--- src/rtl/rv64_ctrl_pkg.sv ---
// Shared encodings for the RV64I multicycle control sequencer:
// opcodes, FSM state codes and datapath select values.
package rv64_ctrl_pkg;

  localparam logic [6:0] OP_R   = 7'b0110011;
  localparam logic [6:0] OP_I   = 7'b0010011;
  localparam logic [6:0] OP_LD  = 7'b0000011;
  localparam logic [6:0] OP_SD  = 7'b0100011;
  localparam logic [6:0] OP_BEQ = 7'b1100011;
  localparam logic [6:0] OP_JAL = 7'b1101111;

  typedef logic [2:0] state_t;
  localparam state_t ST_FETCH  = 3'd0;
  localparam state_t ST_DECODE = 3'd1;
  localparam state_t ST_EXEC   = 3'd2;
  localparam state_t ST_MEM    = 3'd3;
  localparam state_t ST_WB     = 3'd4;
  localparam state_t ST_FAULT  = 3'd7;

  typedef enum logic [1:0] {PC_PLUS4 = 2'b00, PC_BRANCH = 2'b01, PC_JAL = 2'b10} pc_src_t;
  typedef enum logic [1:0] {WB_ALU = 2'b00, WB_MEM = 2'b01, WB_PC4 = 2'b10} wb_sel_t;
  typedef enum logic [1:0] {ALU_ADD = 2'b00, ALU_SUB = 2'b01, ALU_FUNCT = 2'b10} alu_op_t;
  typedef enum logic [1:0] {
    FC_NONE     = 2'b00,
    FC_ILLEGAL  = 2'b01,
    FC_FETCH_TO = 2'b10,
    FC_DATA_TO  = 2'b11
  } fault_code_t;

  function automatic logic opcode_legal(input logic [6:0] op);
    return (op == OP_R) || (op == OP_I) || (op == OP_LD) ||
           (op == OP_SD) || (op == OP_BEQ) || (op == OP_JAL);
  endfunction

endpackage

--- src/rtl/rv64_wait_timer.sv ---
// Counts consecutive cycles a memory request waits without ready.
// at_limit flags the cycle in which one more unanswered cycle means timeout.
module rv64_wait_timer #(
  parameter int TIMEOUT = 16
) (
  input  logic clk,
  input  logic reset,
  input  logic clr,
  input  logic en,
  output logic at_limit
);

  localparam int W = (TIMEOUT > 1) ? $clog2(TIMEOUT) : 1;

  logic [W-1:0] cnt_reg;

  assign at_limit = (cnt_reg == W'(TIMEOUT - 1));

  always_ff @(posedge clk) begin
    if (reset || clr) begin
      cnt_reg <= '0;
    end else if (en && !at_limit) begin
      cnt_reg <= cnt_reg + W'(1);
    end
  end

endmodule

--- src/rtl/rv64_multicycle_ctrl.sv ---
// Multicycle FETCH/DECODE/EXEC/MEM/WB sequencer for the RV64I datapath.
// Strobes are decoded from the registered state, the latched opcode and the ready inputs.
module rv64_multicycle_ctrl
  import rv64_ctrl_pkg::*;
#(
  parameter int TIMEOUT = 16,
  parameter int CNT_W   = 64
) (
  input  logic             clk,
  input  logic             reset,
  input  logic [6:0]       opcode,
  input  logic             zero,
  input  logic             stall,
  input  logic             imem_ready,
  input  logic             dmem_ready,
  output logic             imem_req,
  output logic             ir_write,
  output logic             pc_write,
  output logic [1:0]       pc_src,
  output logic             reg_write,
  output logic [1:0]       wb_sel,
  output logic             mem_read,
  output logic             mem_write,
  output logic             alu_src,
  output logic [1:0]       alu_op,
  output logic             fault,
  output logic [1:0]       fault_code,
  output logic [2:0]       state_o,
  output logic [CNT_W-1:0] instret
);

  state_t           state_reg, state_next;
  logic [6:0]       op_reg;
  logic [1:0]       fault_code_reg, fault_code_next;
  logic [CNT_W-1:0] instret_reg;
  logic             retire;
  logic             wait_clr, wait_en, wait_at_limit;
  logic             is_ld;

  rv64_wait_timer #(.TIMEOUT(TIMEOUT)) u_wait_timer (
    .clk      (clk),
    .reset    (reset),
    .clr      (wait_clr),
    .en       (wait_en),
    .at_limit (wait_at_limit)
  );

  assign is_ld      = (op_reg == OP_LD);
  assign state_o    = state_reg;
  assign fault      = (state_reg == ST_FAULT);
  assign fault_code = fault_code_reg;
  assign instret    = instret_reg;

  always_comb begin
    imem_req        = 1'b0;
    ir_write        = 1'b0;
    pc_write        = 1'b0;
    pc_src          = PC_PLUS4;
    reg_write       = 1'b0;
    wb_sel          = WB_ALU;
    mem_read        = 1'b0;
    mem_write       = 1'b0;
    alu_src         = 1'b0;
    alu_op          = ALU_ADD;
    retire          = 1'b0;
    wait_clr        = 1'b1;
    wait_en         = 1'b0;
    state_next      = state_reg;
    fault_code_next = fault_code_reg;

    case (state_reg)
      ST_FETCH: begin
        // A stalled fetch issues no request, so the timeout restarts afterwards.
        if (!stall) begin
          imem_req = 1'b1;
          if (imem_ready) begin
            ir_write   = 1'b1;
            state_next = ST_DECODE;
          end else begin
            wait_clr = 1'b0;
            wait_en  = 1'b1;
            if (wait_at_limit) begin
              state_next      = ST_FAULT;
              fault_code_next = FC_FETCH_TO;
            end
          end
        end
      end
      ST_DECODE: begin
        if (opcode_legal(opcode)) begin
          state_next = ST_EXEC;
        end else begin
          state_next      = ST_FAULT;
          fault_code_next = FC_ILLEGAL;
        end
      end
      ST_EXEC: begin
        case (op_reg)
          OP_R: begin
            alu_op     = ALU_FUNCT;
            state_next = ST_WB;
          end
          OP_I: begin
            alu_src    = 1'b1;
            alu_op     = ALU_FUNCT;
            state_next = ST_WB;
          end
          OP_LD, OP_SD: begin
            alu_src    = 1'b1;
            state_next = ST_MEM;
          end
          OP_BEQ: begin
            alu_op     = ALU_SUB;
            pc_write   = 1'b1;
            pc_src     = zero ? PC_BRANCH : PC_PLUS4;
            retire     = 1'b1;
            state_next = ST_FETCH;
          end
          OP_JAL: begin
            pc_write   = 1'b1;
            pc_src     = PC_JAL;
            reg_write  = 1'b1;
            wb_sel     = WB_PC4;
            retire     = 1'b1;
            state_next = ST_FETCH;
          end
          default: begin
            state_next      = ST_FAULT;
            fault_code_next = FC_ILLEGAL;
          end
        endcase
      end
      ST_MEM: begin
        // Address operands stay selected for the whole access.
        alu_src   = 1'b1;
        mem_read  = is_ld;
        mem_write = !is_ld;
        if (dmem_ready) begin
          if (is_ld) begin
            state_next = ST_WB;
          end else begin
            pc_write   = 1'b1;
            retire     = 1'b1;
            state_next = ST_FETCH;
          end
        end else begin
          wait_clr = 1'b0;
          wait_en  = 1'b1;
          if (wait_at_limit) begin
            state_next      = ST_FAULT;
            fault_code_next = FC_DATA_TO;
          end
        end
      end
      ST_WB: begin
        reg_write  = 1'b1;
        wb_sel     = is_ld ? WB_MEM : WB_ALU;
        pc_write   = 1'b1;
        retire     = 1'b1;
        state_next = ST_FETCH;
      end
      ST_FAULT: begin
        state_next = ST_FAULT;
      end
      default: begin
        state_next = ST_FETCH;
      end
    endcase
  end

  always_ff @(posedge clk) begin
    if (reset) begin
      state_reg      <= ST_FETCH;
      op_reg         <= '0;
      fault_code_reg <= FC_NONE;
      instret_reg    <= '0;
    end else begin
      state_reg      <= state_next;
      fault_code_reg <= fault_code_next;
      if (state_reg == ST_DECODE) begin
        op_reg <= opcode;
      end
      if (retire) begin
        instret_reg <= instret_reg + CNT_W'(1);
      end
    end
  end

endmodule

--- config.mk ---
export PLATFORM = sky130hd
export DESIGN_NAME = rv64_multicycle_ctrl
export DESIGN_NICKNAME = d
export VERILOG_FILES = /design/src/rtl/rv64_ctrl_pkg.sv /design/src/rtl/rv64_wait_timer.sv /design/src/rtl/rv64_multicycle_ctrl.sv
export SDC_FILE = /design/constraint.sdc
export NUM_CORES = 1
export LEC_CHECK = 0
export ABC_AREA = 1
export BUFFER_PORTS_ARGS = -buffer_cell sky130_fd_sc_hd__buf_2
export CAP_MARGIN = 10
export CORE_MARGIN = 5
export CORE_UTILIZATION = 30
export CTS_BUF_LIST = sky130_fd_sc_hd__clkbuf_8
export DETAILED_ROUTE_END_ITERATION = 8
export HOLD_SLACK_MARGIN = 0.03
export SYNTH_ARGS = -nofsm -noshare
export SYNTH_HDL_FRONTEND = slang
export SYNTH_HIERARCHICAL = 1
export SYNTH_SLANG_ARGS = --single-unit
--- constraint.sdc ---
create_clock -name clk -period 2.8 [get_ports clk]
set_input_delay 0.14 -clock clk [delete_from_list [all_inputs] [get_ports clk]]
set_output_delay 0.14 -clock clk [all_outputs]
set_load 0.03 [all_outputs]
**Word-level counts from Yosys, hierarchy flattened**

Index checks and enable logic that the tools add are counted.

- Equal/unequal tests: 25
- $add $sub $neg: 2
- Reductions and logical operators: 17
- Mux-type cells: 46

Operators by type and width:

| operator | number |
|---|---|
| adder 64 x 1 -> 64 bit (second input constant) | 1 |
| equality test 7 x 6 -> 1 bit (second input constant) | 4 |
| equality test 7 bit (second input constant) | 4 |
| two-way mux 2 bit | 10 |
| two-way mux 1 bit | 19 |
| two-way mux 3 bit | 6 |
| case mux 3 bit (5 select lines) | 1 |
| equality test 7 x 2 -> 1 bit (second input constant) | 2 |
| equality test 7 x 5 -> 1 bit (second input constant) | 2 |
| case mux 2 bit (2 select lines) | 3 |
| != test 2 bit (second input constant) | 5 |
| case mux 3 bit (3 select lines) | 1 |
| case mux 1 bit (2 select lines) | 4 |
| case mux 2 bit (4 select lines) | 1 |
| AND reduction 8 bit | 1 |
| equality test 3 x 2 -> 1 bit (second input constant) | 2 |
| equality test 3 bit (second input constant) | 2 |
| logical OR 1 bit | 6 |
| OR reduction 2 bit | 3 |
| OR reduction 6 bit | 1 |
| adder 4 x 1 -> 4 bit (second input constant) | 1 |
| equality test 4 bit (second input constant) | 1 |
| != test 2 x 1 -> 1 bit (second input constant) | 2 |
| nonzero test 4 bit | 1 |
| other kinds (6) | 7 |

- Register bits after elaboration: 80
- Output and inout port bits: 83
- Input port bits: 13
- Word-level logic and storage cells: 95

**Depth between registers and ports, before layout**

- Depth in word-level cells: 8
- Mapped depth: 13
- Depth with buffers taken out: 12

**Hierarchy**

Netlist, hierarchy kept.

By module, submodules not included:

| module | seq. area each (µm²) | area an instance (µm²) | cells each | times used |
|---|---|---|---|---|
| rv64_multicycle_ctrl | 1521.5 | 4694.5 | 777 | 1 |
| rv64_wait_timer | 80.1 | 200.2 | 29 | 1 |

**Worst setup path before layout**

OpenSTA, ideal clock, no wires.

- Path type: reg2reg
- Start point: reg instret_reg[0], in the netlist instret[0]
- End point: reg instret_reg[52], in the netlist instret[52]
- Setup time: 116 ps
- Data arrival time: 1730 ps
- Data required time: 2684 ps
- Slack: 954 ps
- Cell stages (with the launch flop): 11
- Buffers on the path: 0
- Clock period less this slack: 1846 ps
- Path through: dfxtp_1 -> ha_1 -> inv_1 -> nor2_1 -> nand2_1 -> nor2_4 -> nand2_1 -> nor2_1 -> nand3_1 -> o21ai_0 -> nor2_1

- Word-level cells in the longest chain between the ends: 1

RTL lines:

| element | RTL line | source |
|---|---|---|
| start, declared | rv64_multicycle_ctrl.sv:35 | `logic [CNT_W-1:0] instret_reg;` |
| start signal, assigned | rv64_multicycle_ctrl.sv:184 | `instret_reg <= instret_reg + CNT_W'(1);` |
| adder 64 x 1 -> 64 bit | rv64_multicycle_ctrl.sv:184 |  |

No other way between the ends.
A chain may end at the register's enable or synchronous reset.

**Worst setup path in the final report**

- Start point: reg state_reg[1], in the netlist state_o[1]
- End point: out pc_write

- Word-level cells in the longest chain between the ends: 2
- Elaborated cells between the ends (all ways): 4
- Classes of those cells: 3 x eq/ne; 1 x mux

RTL lines:

| element | RTL line | source |
|---|---|---|
| start, declared | rv64_multicycle_ctrl.sv:32 | `state_t state_reg, state_next;` |
| start signal, assigned | rv64_multicycle_ctrl.sv:178 | `state_reg <= state_next;` |
| equality test 3 bit or equality test 3 x 2 -> 1 bit (tied branches) | rv64_multicycle_ctrl.sv:71 | `case (state_reg)` |
| case mux 1 bit (3 select lines) * | rv64_multicycle_ctrl.sv:71 |  |
| end, declared | rv64_multicycle_ctrl.sv:18 | `output logic pc_write,` |

Mark *: on every way between the ends. The rest lies on a longest branch, timed or not.

==> flow_results.xml <==
<?xml version="1.0" encoding="UTF-8"?>
<metrics>
  <group name="cts">
    <metric name="clock_sinks" unit="">80</metric>
    <metric name="cts_max_level" unit="">3</metric>
    <metric name="cts-buffers-inserted" unit="">9</metric>
    <metric name="post-cts-setup-buffers" unit="">0</metric>
    <metric name="clock_insertion_delay_worst_skew" unit="ns">0.36</metric>
    <metric name="cts_hold_buf" unit="">4</metric>
    <metric name="clk_path_buf_depth" unit="">2</metric>
    <metric name="clock_tree_from_tritoncts" unit="">done</metric>
    <metric name="ctsResizeCount" unit="">0</metric>
    <metric name="clockRootBuffer" unit="">sky130_fd_sc_hd__clkbuf_8</metric>
    <metric name="clkSlewWorstSetupHoldPaths" unit="ns">0.08</metric>
  </group>
  <group name="final_layout">
    <metric name="synthToLayoutAreaGrowth" unit="%">19.9</metric>
    <metric name="flip_flop_count_of_the_largest_register_all_copies_and_words_added" unit="">64</metric>
    <metric name="instances_no_fill" unit="">1125</metric>
    <metric name="fin_nets" unit="">920</metric>
    <metric name="antenna-diode-count" unit="">0</metric>
    <metric name="fraction_of_final_layout_cells_with_drive_strength_greater_than_1" unit="">0.174</metric>
    <metric name="fill_cells" unit="">1781</metric>
  </group>
  <group name="power_and_ir_drop">
    <metric name="power.net_switching" unit="W">0.00105</metric>
    <metric name="pwr_density_cell" unit="nW/um2">525</metric>
    <metric name="power.share.combinational" unit="">0.245</metric>
    <metric name="clockPowerShare" unit="">0.335</metric>
    <metric name="power_report.internal_total" unit="W">0.00203</metric>
    <metric name="power_total" unit="W">0.00308</metric>
    <metric name="cellLeakagePower" unit="nW">2.43</metric>
    <metric name="fraction_of_power_consumed_by_sequential_logic" unit="">0.421</metric>
    <metric name="vdd.ir_drop.worst" unit="mV">0.406</metric>
    <metric name="sw_frac_of_total" unit="">0.341</metric>
  </group>
  <group name="timing">
    <metric name="fin_worst_skew" unit="ns">0.0114</metric>
    <metric name="setup_viol" unit="">0</metric>
    <metric name="min_period" unit="ns">2.02</metric>
    <metric name="tightestPinTransition" unit="ns">0.523</metric>
    <metric name="grt_setup_unrepaired" unit="">false</metric>
    <metric name="totalNegativeSetupSlack" unit="ns">0</metric>
    <metric name="final_min_period_over_clock_period" unit="">0.720</metric>
    <metric name="drv_slew" unit="">0</metric>
    <metric name="highest_clock_frequency_the_design_can_meet" unit="MHz">496</metric>
    <metric name="hold_viol_final" unit="">0</metric>
    <metric name="worst_case_headroom_to_the_max_slew_limit" unit="">0.651</metric>
    <metric name="minimum_setup_slack_in_the_final_design" unit="ns">0.783</metric>
    <metric name="whs" unit="ns">0.0961</metric>
  </group>
  <group name="hold_path">
    <metric name="hold_path_class" unit="">in2reg</metric>
  </group>
  <group name="place">
    <metric name="gp_congestion" unit="">0.916</metric>
    <metric name="post-place-ws" unit="ns">0.851</metric>
    <metric name="place.port_buffers" unit="">95</metric>
    <metric name="dp.cells" unit="">1106</metric>
    <metric name="hpwl" unit="mm">11.5</metric>
  </group>
  <group name="synth">
    <metric name="compound_gate_fraction_of_synth_area" unit="">0.0874</metric>
    <metric name="post_synth_and_or_nand_nor_area_fraction" unit="">0.472</metric>
    <metric name="post_synth_mux_area_share" unit="">0</metric>
    <metric name="ys_ff_latch" unit="">80</metric>
    <metric name="synth_top_family_by_area" unit="">simple AND/OR/NAND/NOR gates</metric>
    <metric name="synth.most_common_cell" unit="">sky130_fd_sc_hd__nand2_1</metric>
    <metric name="synth_nets" unit="">821</metric>
    <metric name="netlist.area_leader.share" unit="">0.327</metric>
    <metric name="top_area_cells_in_the_synthesized_netlist" unit="">sky130_fd_sc_hd__dfxtp_1 33%, sky130_fd_sc_hd__nand2_1 17%, sky130_fd_sc_hd__nor2_1 13%, sky130_fd_sc_hd__inv_1 6.9%, sky130_fd_sc_hd__nand3_1 5.7%</metric>
    <metric name="synth_enable_flop_cells" unit="">0</metric>
    <metric name="synth-xor-area-share" unit="">0.0161</metric>
    <metric name="proportion_of_register_bits_with_asynchronous_set_or_reset_after_synthesis" unit="">0</metric>
    <metric name="largest_area_contributor_in_the_synthesized_netlist" unit="">sky130_fd_sc_hd__dfxtp_1</metric>
    <metric name="post_synth_instance_area" unit="um2">4890</metric>
    <metric name="synth_adder_area_share" unit="">0.00511</metric>
    <metric name="ys.flop_type" unit="">sky130_fd_sc_hd__dfxtp_1</metric>
    <metric name="number_of_distinct_library_cells_after_synthesis" unit="">35</metric>
    <metric name="post_synth_most_frequent_cells" unit="">217 x sky130_fd_sc_hd__nand2_1, 169 x sky130_fd_sc_hd__nor2_1, 90 x sky130_fd_sc_hd__inv_1</metric>
    <metric name="syn-instance-count" unit="">806</metric>
    <metric name="yosys_warnings" unit="">6</metric>
    <metric name="synth-seq-area-share" unit="">0.327</metric>
    <metric name="post_synth.cell_area_avg" unit="um2">6.07</metric>
  </group>
  <group name="routing">
    <metric name="detail_route.wl_per_cell" unit="um">13.1</metric>
    <metric name="ant_nets" unit="">0</metric>
    <metric name="detail_route.wirelength" unit="mm">14.7</metric>
    <metric name="dr.first_iter.drc_count" unit="">301</metric>
    <metric name="drcViolationCount" unit="">0</metric>
    <metric name="drt_first_pass_iters" unit="">4</metric>
    <metric name="routed_via_density" unit="">4.60</metric>
    <metric name="dr_total_vias" unit="">5175</metric>
  </group>
  <group name="global_routing">
    <metric name="overflow" unit="">0</metric>
    <metric name="grt_first_pass_wirelength" unit="mm">23.8</metric>
    <metric name="grtUsageTotal" unit="">0.158</metric>
    <metric name="number_of_global_route_vias_before_repair" unit="">4723</metric>
    <metric name="initial_antenna_violation_count" unit="">0</metric>
    <metric name="grt_start_max_net_pins" unit="">50</metric>
  </group>
  <group name="worst_setup_path">
    <metric name="path_type_of_the_worst_setup_path" unit="">reg2out</metric>
    <metric name="startpoint_type_of_the_worst_setup_path" unit="">register</metric>
    <metric name="worst_ep_arrival_time" unit="ns">1.88</metric>
    <metric name="critical_path_required" unit="ns">2.66</metric>
    <metric name="worst-path-max-fanout" unit="">16</metric>
    <metric name="timing.critical_path.to_type" unit="">output port</metric>
  </group>
  <group name="die">
    <metric name="io-pin-count" unit="">96</metric>
    <metric name="die_w" unit="um">138</metric>
    <metric name="core_area" unit="um2">15900</metric>
    <metric name="row_count" unit="">46</metric>
    <metric name="starting_density" unit="">0.307</metric>
    <metric name="die_h" unit="um">138</metric>
    <metric name="floorplan.die_area" unit="um2">19000</metric>
  </group>
  <group name="job">
    <metric name="max_cap_viol_count" unit="">0</metric>
  </group>
  <group name="status">
    <metric name="run_status" unit="">finished, final reports clean</metric>
  </group>
</metrics>
[logic make-up (layout without fill, tap and decap cells)]
group           after synthesis  after routing
buf+inv                     110            213
xor+xnor                      9              9
fa+ha+maj                     2              2
simple gates                521            521
compound gates               84             84
flops                        80             80
[layout make-up]
class	count	area [um2]	area share
Clock inverter	6	109	0.0186
Tap cell	216	270	0.0461
Timing Repair Buffer	105	573	0.0977
Clock buffer	9	124	0.0211
Multi-Input combinational cell	616	2840	0.484
Sequential cell	80	1600	0.273
Inverter	93	349	0.0595
[stage by stage]
step	cell area, um2	utilization
after floorplan	4890	-
after global placement	5590	0.351
after detailed placement	5590	0.351
after CTS	5870	0.368
after global routing	5870	0.368
final	5870	0.368
[metal layers]
metal,GRT usage,part of all wire
met1,0.208,0.47
met2,0.257,0.45
met3,0.0325,0.052
met4,0.0560,0.021
met5,0,0
[critical path: stages, from the launching register on]
cell                      delay (ns)
sky130_fd_sc_hd__dfxtp_1        0.44
sky130_fd_sc_hd__nand2_1        0.11
sky130_fd_sc_hd__inv_2          0.08
sky130_fd_sc_hd__nand2_2        0.10
sky130_fd_sc_hd__nor2_4         0.11
sky130_fd_sc_hd__nand2_2        0.07
sky130_fd_sc_hd__nand3_2        0.30
sky130_fd_sc_hd__buf_2          0.28
[power groups by stage]
stage / combinational (W) / sequential (W) / clock [W]
floorplan: 0.000529 / 0.00137 / 0
global placement: 0.000756 / 0.00132 / 0
detailed placement: 0.000754 / 0.00132 / 0
CTS: 0.000761 / 0.00129 / 0.00106
global route: 0.000847 / 0.00131 / 0.00111
finish: 0.000753 / 0.00130 / 0.00103
[layout by cell type (no fill, tap or decap), drive strengths merged]
cell | netlist | final
or2 | 2 | 2
and2 | 1 | 1
and3 | 1 | 1
nor2b | 1 | 1
o31ai | 1 | 1
clkbuf | 6 | 9
nor4 | 2 | 2
xnor2 | 5 | 5
bufinv | 0 | 3
a21oi | 47 | 47
nand3 | 59 | 59
o221ai | 1 | 1
buf | 11 | 101
nand2 | 224 | 224
clkinv | 0 | 3
dfxtp | 80 | 80
nor3 | 17 | 17
xor2 | 4 | 4
ha | 2 | 2
nand3b | 2 | 2
inv | 93 | 93
nor2 | 191 | 191
o21ai | 34 | 34
dlygate4sd3 | 0 | 4
nand4 | 15 | 15
a31oi | 1 | 1
nor3b | 6 | 6
[path summary, 6_finish.rpt]
| check | cells past startpoint | start | slack [ns] | endpoint |
|---|---|---|---|---|
| setup / recovery | 7 | state_o[1] | 0.78 | pc_write |
| hold / removal | 3 | opcode[4] | 0.1 | op_reg[4] |
| hold reg to reg | 2 | op_reg[3] | 0.48 | op_reg[3] |
| setup reg to reg | 10 | state_o[2] | 0.83 | instret[47] |
No activity file was read; power rests on OpenSTA's default activity.
